--- config.mk ---
export PLATFORM = sky130hd
export DESIGN_NAME = wb_arbiter
export DESIGN_NICKNAME = d
export VERILOG_FILES = /design/src/rtl/wb_arbiter.sv
export SDC_FILE = /design/constraint.sdc
export NUM_CORES = 1
export LEC_CHECK = 0
export ABC_AREA = 1
export BUFFER_PORTS_ARGS = -buffer_cell sky130_fd_sc_hd__buf_2
export CELL_PAD_IN_SITES_DETAIL_PLACEMENT = 1
export CELL_PAD_IN_SITES_GLOBAL_PLACEMENT = 1
export CORE_MARGIN = 2
export CORE_UTILIZATION = 30
export DETAILED_ROUTE_END_ITERATION = 10
export GPL_TIMING_DRIVEN = 1
export PLACE_DENSITY = 0.67
export SYNTH_ARGS = -nofsm -noshare
export SYNTH_HDL_FRONTEND = slang
export SYNTH_SLANG_ARGS = --single-unit
export TNS_END_PERCENT = 100
--- constraint.sdc ---
create_clock -name clk -period 5.65 [get_ports clk]
set_clock_uncertainty 0.1 [all_clocks]
set_input_delay 0.565 -clock clk [delete_from_list [all_inputs] [get_ports clk]]
set_output_delay 0.565 -clock clk [all_outputs]
set_load 0.01 [all_outputs]
--- src/rtl/wb_arbiter.sv ---
// Round-robin write-back arbiter: one holding slot per functional unit, one register-file write per cycle.
// Optional macro WB_BYPASS_EN lets an empty slot's incoming result win arbitration in the same cycle.
module wb_arbiter #(
    parameter int N_FU = 5,
    parameter int XLEN = 32
) (
    input  logic                 clk,
    input  logic                 rst,
    input  logic [N_FU-1:0]      req_valid,
    input  logic [5*N_FU-1:0]    req_rd,
    input  logic [XLEN*N_FU-1:0] req_data,
    output logic [N_FU-1:0]      req_ready,
    output logic                 wb_en,
    output logic [4:0]           wb_rd,
    output logic [XLEN-1:0]      wb_data,
    output logic [2:0]           wb_fu,
    output logic [2:0]           pending_cnt
);

    localparam int PTR_W = (N_FU > 1) ? $clog2(N_FU) : 1;

    logic [N_FU-1:0]  r_full;
    logic [4:0]       r_rd_q   [N_FU];
    logic [XLEN-1:0]  r_data_q [N_FU];
    logic [PTR_W-1:0] r_rr_ptr;
    logic [2:0]       r_pending;

    logic [N_FU-1:0]  w_req_nz;
    logic [N_FU-1:0]  w_cand;
    logic [N_FU-1:0]  w_grant;
    logic [PTR_W-1:0] w_gidx;
    logic [PTR_W-1:0] w_idx;
    logic             w_found;
    logic [N_FU-1:0]  w_acc;
    logic [N_FU-1:0]  w_load;
    logic [N_FU-1:0]  w_full_nxt;

    function automatic int rr_index(input int base, input int k);
        int s;
        s = base + k;
        return (s >= N_FU) ? s - N_FU : s;
    endfunction

    function automatic logic [2:0] popcount(input logic [N_FU-1:0] v);
        logic [2:0] c;
        c = '0;
        for (int i = 0; i < N_FU; i++) c = c + 3'(v[i]);
        return c;
    endfunction

    always_comb begin
        w_req_nz = '0;
        for (int i = 0; i < N_FU; i++) w_req_nz[i] = |req_rd[5*i +: 5];
    end

    // An incoming non-zero-rd request into an empty slot competes like a full slot.
`ifdef WB_BYPASS_EN
    assign w_cand = r_full | (req_valid & w_req_nz);
`else
    assign w_cand = r_full;
`endif

    always_comb begin
        w_grant = '0;
        w_gidx  = '0;
        w_idx   = '0;
        w_found = 1'b0;
        for (int k = 0; k < N_FU; k++) begin
            w_idx = PTR_W'(rr_index(int'(r_rr_ptr), k));
            if (!w_found && w_cand[w_idx]) begin
                w_found         = 1'b1;
                w_gidx          = w_idx;
                w_grant[w_idx]  = 1'b1;
            end
        end
    end

    always_comb begin
        wb_en   = 1'b0;
        wb_rd   = '0;
        wb_data = '0;
        wb_fu   = '0;
        if (w_found) begin
            wb_en   = 1'b1;
            wb_fu   = 3'(w_gidx);
            wb_rd   = r_rd_q[w_gidx];
            wb_data = r_data_q[w_gidx];
`ifdef WB_BYPASS_EN
            if (!r_full[w_gidx]) begin
                wb_rd   = req_rd[5*w_gidx +: 5];
                wb_data = req_data[XLEN*w_gidx +: XLEN];
            end
`endif
        end
    end

    assign req_ready   = ~r_full | w_grant;
    assign w_acc       = req_valid & req_ready;
    assign pending_cnt = r_pending;

    // rd==0 results and results written straight through the bypass are never stored.
    always_comb begin
        w_load     = '0;
        w_full_nxt = '0;
        for (int i = 0; i < N_FU; i++) begin
            w_load[i]     = w_acc[i] & w_req_nz[i] & ~(w_grant[i] & ~r_full[i]);
            w_full_nxt[i] = w_load[i] | (r_full[i] & ~w_grant[i]);
        end
    end

    always_ff @(posedge clk) begin
        if (rst) begin
            r_full    <= '0;
            r_pending <= '0;
            r_rr_ptr  <= '0;
        end else begin
            r_full    <= w_full_nxt;
            r_pending <= popcount(w_full_nxt);
            if (w_found)
                r_rr_ptr <= (w_gidx == PTR_W'(N_FU-1)) ? '0 : w_gidx + 1'b1;
        end
    end

    always_ff @(posedge clk) begin
        for (int i = 0; i < N_FU; i++) begin
            if (w_load[i]) begin
                r_rd_q[i]   <= req_rd[5*i +: 5];
                r_data_q[i] <= req_data[XLEN*i +: XLEN];
            end
        end
    end

endmodule
======== Yosys cells after proc, flatten, opt, wreduce, memory -nomap -nowiden ========
Memories as Yosys holds them, arrays and structs flattened.
Index checks and enable logic that the tools add are counted.
storage, ports and cells
  input bits .............................. 192
  word-level logic and storage cells ...... 155
  flip-flop bits (word level) ............. 11
  output and inout bits ................... 49
  memory bits (writable) .................. 185
  memories ................................ 2
memories
  memory    depth  bits a word  read ports  clocked after memory_dff  wr ports  line  text
  r_data_q  5      32           1           0                         5         24    logic [XLEN-1:0] r_data_q [N_FU];
  r_rd_q    5      5            1           0                         5         23    logic [4:0] r_rd_q [N_FU];
operators by class
  add/sub/neg operators ................... 14
  equal/unequal tests ..................... 1
  reductions and logical operators ........ 18
  $lt $le $gt $ge ......................... 15
  bitwise operators ....................... 47
  mux-type cells .......................... 55
operators with widths
  operator                                                                      number
  3-bit 2-to-1 mux                                                              12
  32-bit 2-to-1 mux                                                             1
  5-bit 2-to-1 mux                                                              6
  1-bit 2-to-1 mux                                                              26
  5-bit OR                                                                      5
  5-bit OR reduction                                                            5
  1-bit AND                                                                     20
  3-bit by 4-bit less-than comparator with 1-bit output, second input constant  5
  4-bit by 3-bit >= comparator with 1-bit output, second input constant         4
  1-bit binary-select mux with 3-bit select                                     5
  1-bit demux with 3-bit select                                                 5
  3-bit by 1-bit >= comparator with 1-bit output, second input constant         5
  1-bit NOT                                                                     15
  3-bit subtractor, second input constant                                       5
  1-bit logical AND                                                             9
  3-bit by 2-bit adder with 4-bit output, second input constant                 2
  3-bit by 1-bit adder with 3-bit output                                        2
  5-bit AND                                                                     1
  5-bit NOT                                                                     1
  1-bit OR                                                                      5
  3-bit by 1-bit adder with 4-bit output, second input constant                 1
  3-bit by 3-bit adder with 4-bit output, second input constant                 1
  1-bit zero test                                                               4
  2-bit by 1-bit adder with 3-bit output                                        1
  4 further kinds                                                               4

======== Longest topological paths before layout ========
  depth after elaboration ................. 26
  gate-level depth with buffers ........... 25
  mapped depth without buffers ............ 23

======== Least setup slack after synthesis ========
Ideal clock, no wire load.
  path type ............................... flip-flop to flip-flop
  from .................................... register r_rr_ptr[0]
  to ...................................... register r_pending[1], in the netlist pending_cnt[1]
  period minus slack after synthesis ...... 4.263 ns
  path buffers ............................ 2
  stages on the path, launching flop included .. 25
  library setup time ...................... 0.128 ns
  arrival ................................. 4.035 ns
  setup slack ............................. 1.387 ns
  data required time ...................... 5.422 ns
  path through ............................ dfxtp_1 -> buf_6 -> inv_6 -> ha_1 -> inv_1 -> fa_1 -> inv_1 -> o21ai_0 -> and2_1 -> nor2_1 -> nand2_1 -> nor2_1 -> nor2_2 -> nor2_4 -> nand4_2 -> buf_2 -> inv_2 -> nand2_1 -> nand4_1 -> nand2_1 -> fa_1 -> fa_1 -> ha_1 -> inv_1 -> nor2_1
between the ends
  elaborated cells on any way between the ends .. 116
  classes of those cells .................. 13 x add/sub; 15 x order compare; 34 x mux; 41 x bitwise; 13 x reduce/logical
RTL lines
  element                                                                          line  text
  start, declared                                                                  25    logic [PTR_W-1:0] r_rr_ptr;
  start signal, assigned                                                           120   r_rr_ptr <= (w_gidx == PTR_W'(N_FU-1)) ? '0 : w_gidx + 1'b1;
  branches (longest 16 deep; another with 3-bit by 1-bit adder with 4-bit output)  -
  5-bit 2-to-1 mux (*)                                                             70    if (!w_found && w_cand[w_idx]) begin
  5-bit OR (*)                                                                     97    assign req_ready = ~r_full | w_grant;
  via req_ready[3]                                                                 12    output logic [N_FU-1:0] req_ready,
  5-bit AND (*)                                                                    98    assign w_acc = req_valid & req_ready;
  1-bit AND (*) (2 in a row)                                                       106   w_load[i] = w_acc[i] & w_req_nz[i] & ~(w_grant[i] & ~r_full[i]);
  1-bit OR (*)                                                                     107   w_full_nxt[i] = w_load[i] | (r_full[i] & ~w_grant[i]);
  via w_full_nxt[3]                                                                36    logic [N_FU-1:0] w_full_nxt;
  3-bit by 1-bit adder with 3-bit output (*) (2 in a row)                          47    for (int i = 0; i < N_FU; i++) c = c + 3'(v[i]);
  end signal, assigned                                                             118   r_pending <= popcount(w_full_nxt);
  end, declared                                                                    26    logic [2:0] r_pending;
Mark *: on every way through the listed nets, which the timed path passes. The select of a mux whose other input is x is not followed.
A chain may end at the register's enable or synchronous reset.

======== Worst setup path after layout ========
  from .................................... register r_rr_ptr[1]
  to ...................................... output wb_data[4]
between the ends
  longest elaborated chain between the ends .. 19
  elaborated cells on any way between the ends .. 49
  classes of those cells .................. 9 x add/sub; 5 x order compare; 26 x mux; 8 x reduce/logical; 1 x memory
RTL lines
  element                                                                          line  text
  branches (longest 18 deep; another with 3-bit by 1-bit adder with 4-bit output)  -
  32-bit 2-to-1 mux (*)                                                            83    if (w_found) begin
  end, declared                                                                    15    output logic [XLEN-1:0] wb_data,
Mark *: on every way between the ends. The select of a mux whose other input is x is not followed.

==> impl_metrics.toml <==
[logic_synthesis]
syn_inst = 880
ys_warn_count = 0
synth.most_common_cell = "nand2_1"
synth.avg_cell_area_um2 = 10.5
synth-async-reset-ratio_pct = 0
synth_edf_count = 185
ys_seq_area_share_pct = 62.3
ys_top_cells_by_count = "237 x nand2_1, 185 x edfxtp_1, 154 x nand3_1"
synth_fp_nets = 1086
syn-cell-area_um2 = 9270
yosysTopAreaCellShare_pct = 59.9
ys_top_cells_by_area = "edfxtp_1 60%, nand2_1 9.6%, nand3_1 8.3%"
yosysTopAreaCell = "edfxtp_1"
synth-seq-cells = 196
synth_top_flop_cell = "edfxtp_1"
synth.distinct_cells = 37

[status]
status = "finished, final reports clean"

[floorplan]
die_y_um = 180
design.die.area_um2 = 32300
start_util_pct = 30.4
core_um2 = 30500
rows = 64
fp.dieW_um = 180
ios = 241

[sta]
hold-worst-slack_ps = 188
setup-tns-final_ps = 0
rsz0062_at_grt = "false"
setup_viol = 0
max_freq_mhz = 193
hold_viol_final = 0
period_share_pct = 91.8
final-max-slew-violation-count = 0
worst-slew-pin-transition_ps = 912
min_period_ps = 5190
relSlewSlack_pct = 39.2

[clocking]
clk_pin_slew_ps = 80
insertion_delay_ps = 440
post_cts_buffers = 0
cts_max_level = 4
cts_resized = 0
cts_root_buf = "clkbuf_16"
cts_sinks = 196
clock_path_buffers = 2
cts_buffers = 17
cts_hold_buf = 0
cts_tree = "built"

[global_route]
grt_pass1_wl_um = 47100
grt_overflow = 0
grt_max_degree = 76
antenna_found_initial = 12
track_usage_pct = 19.2
grt_pass1_vias = 8008

[critical_path]
cp_data_arrival_time_ps = 4520
critPathSlowestCell = "buf_4"
r2r_slack_ps = 1100
critical_path_class = "reg2out"
critPathCaptureType = "output port"
start_kind = "flop"
required_ps = 4990
crit_top_cell = "nand3_1"
crit_chain = "inv_1 -> ha_1 -> ha_1 -> o21ai_1 -> nand2_4 -> o21ai_0 -> nor2_1 -> nand3_1 -> nand3_1 -> nand4_4 -> buf_4 -> nand4_1 -> nand3_1 -> nand3_1 -> nand2_1 -> buf_2"
critPathMaxStageDelay_ps = 710
critPathMaxFanout = 75

[final_layout]
nets = 1312
syn_to_final_growth_pct = 23.8
drive_above_1_share_pct = 29.9
nFillCells = 3536
design_area_um2 = 11500

[worst_hold_path]
hp-class = "in2reg"

[job]
drv_cap = 0

[placement]
placement.io_buffers = 240
placed_area_um2 = 10900
finalWeightedCongestion = 0.849
hpwl_um = 21700

[route]
routed_wl_um = 31100
remaining_drc_errors = 0
ant_nets = 0
via_per_inst = 5.04
wl_per_cell_um = 20.4
first_pass_iters = 5
drt_iter0_drc = 465
via_count = 7697
==> path summary, 6_finish.rpt <==
| path | start | cells after the start | endpoint |
|---|---|---|---|
| max | r_rr_ptr[1]$_SDFFE_PP0P_ | 16 | wb_data[4] |
| min | req_data[114] | 1 | r_data_q[3][18]$_DFFE_PP_ |
| max reg2reg | r_rr_ptr[1]$_SDFFE_PP0P_ | 20 | pending_cnt[1]$_SDFF_PP0_ |
| min reg2reg | r_full[0]$_SDFF_PP0_ | 2 | r_full[0]$_SDFF_PP0_ |
==> cell families (layout without fill, tap and decap cells) <==
group,after synthesis,after routing,share of synthesized area [%]
AOI/OAI and AO/OA,22,22,1.30
xor gates and xnor gates,5,5,0.837
adders and majority gates,14,14,2.13
buffers and inverters,93,332,5.02
DFF,196,196,62.3
other,0,12,0
and+or+nand+nor,550,550,28.4
==> sequential cells by signal, indices dropped and copies added, names as in the netlist <==
| name | count |
|---|---|
| r_rr_ptr | 3 |
| r_full | 5 |
| pending_cnt | 3 |
| r_rd_q | 25 |
| r_data_q | 160 |
==> placed cells by master, fill, tap and decap left out, types with 11 or more instances in the layout <==
cell type | Yosys | layout
clkbuf_16 | 0 | 17
ha_1 | 11 | 11
nand3_1 | 154 | 153
nand4_1 | 90 | 90
diode_2 | 0 | 12
dfxtp_1 | 11 | 11
nor2_1 | 32 | 32
buf_2 | 17 | 240
nand2_1 | 237 | 237
edfxtp_1 | 185 | 185
inv_1 | 31 | 26
inv_2 | 10 | 15
buf_4 | 14 | 14
==> cell type report <==
| type | count | area [um^2] | area share (%) |
|---|---|---|---|
| sequential | 196 | 5780 | 50.3 |
| multi-input combinational | 591 | 3050 | 26.6 |
| antenna | 12 | 30.0 | 0.262 |
| timing repair buffer | 258 | 1390 | 12.1 |
| clock buffer | 18 | 429 | 3.74 |
| clock inverter | 14 | 151 | 1.32 |
| inverter | 42 | 163 | 1.42 |
| tap | 396 | 495 | 4.32 |
==> per-layer routing <==
layer  track usage (%)  part of all wire [%]  up-vias
li1                  -                     -     3613
met5                 0                 0.042        -
met4              9.37                   3.3        2
met2              31.4                    49      255
met3              3.20                   4.6       46
met1              24.6                    43     3781
==> metrics by stage <==
step                std cells  setup slack [ps]  util [%]
global placement         1483              1110      35.6
global route             1526              98.5      37.6
finish                   1527               463      37.6
CTS                      1515               463      37.5
floorplan                 880              1390         -
detailed placement       1483               974      35.6
==> critical path, delay by kind of cell (launching register included) <==
kind | cells | cell delay, ps
AND/OR/NAND/NOR | 9 | 1380
buffers and inverters | 3 | 1050
AO/OA/AOI/OAI | 2 | 460
adder cells (fa/ha/maj) | 2 | 590
flip-flops | 1 | 530
Power is not shown: default switching activity piles up to over one toggle a cycle in this logic, so the estimate is an artifact.
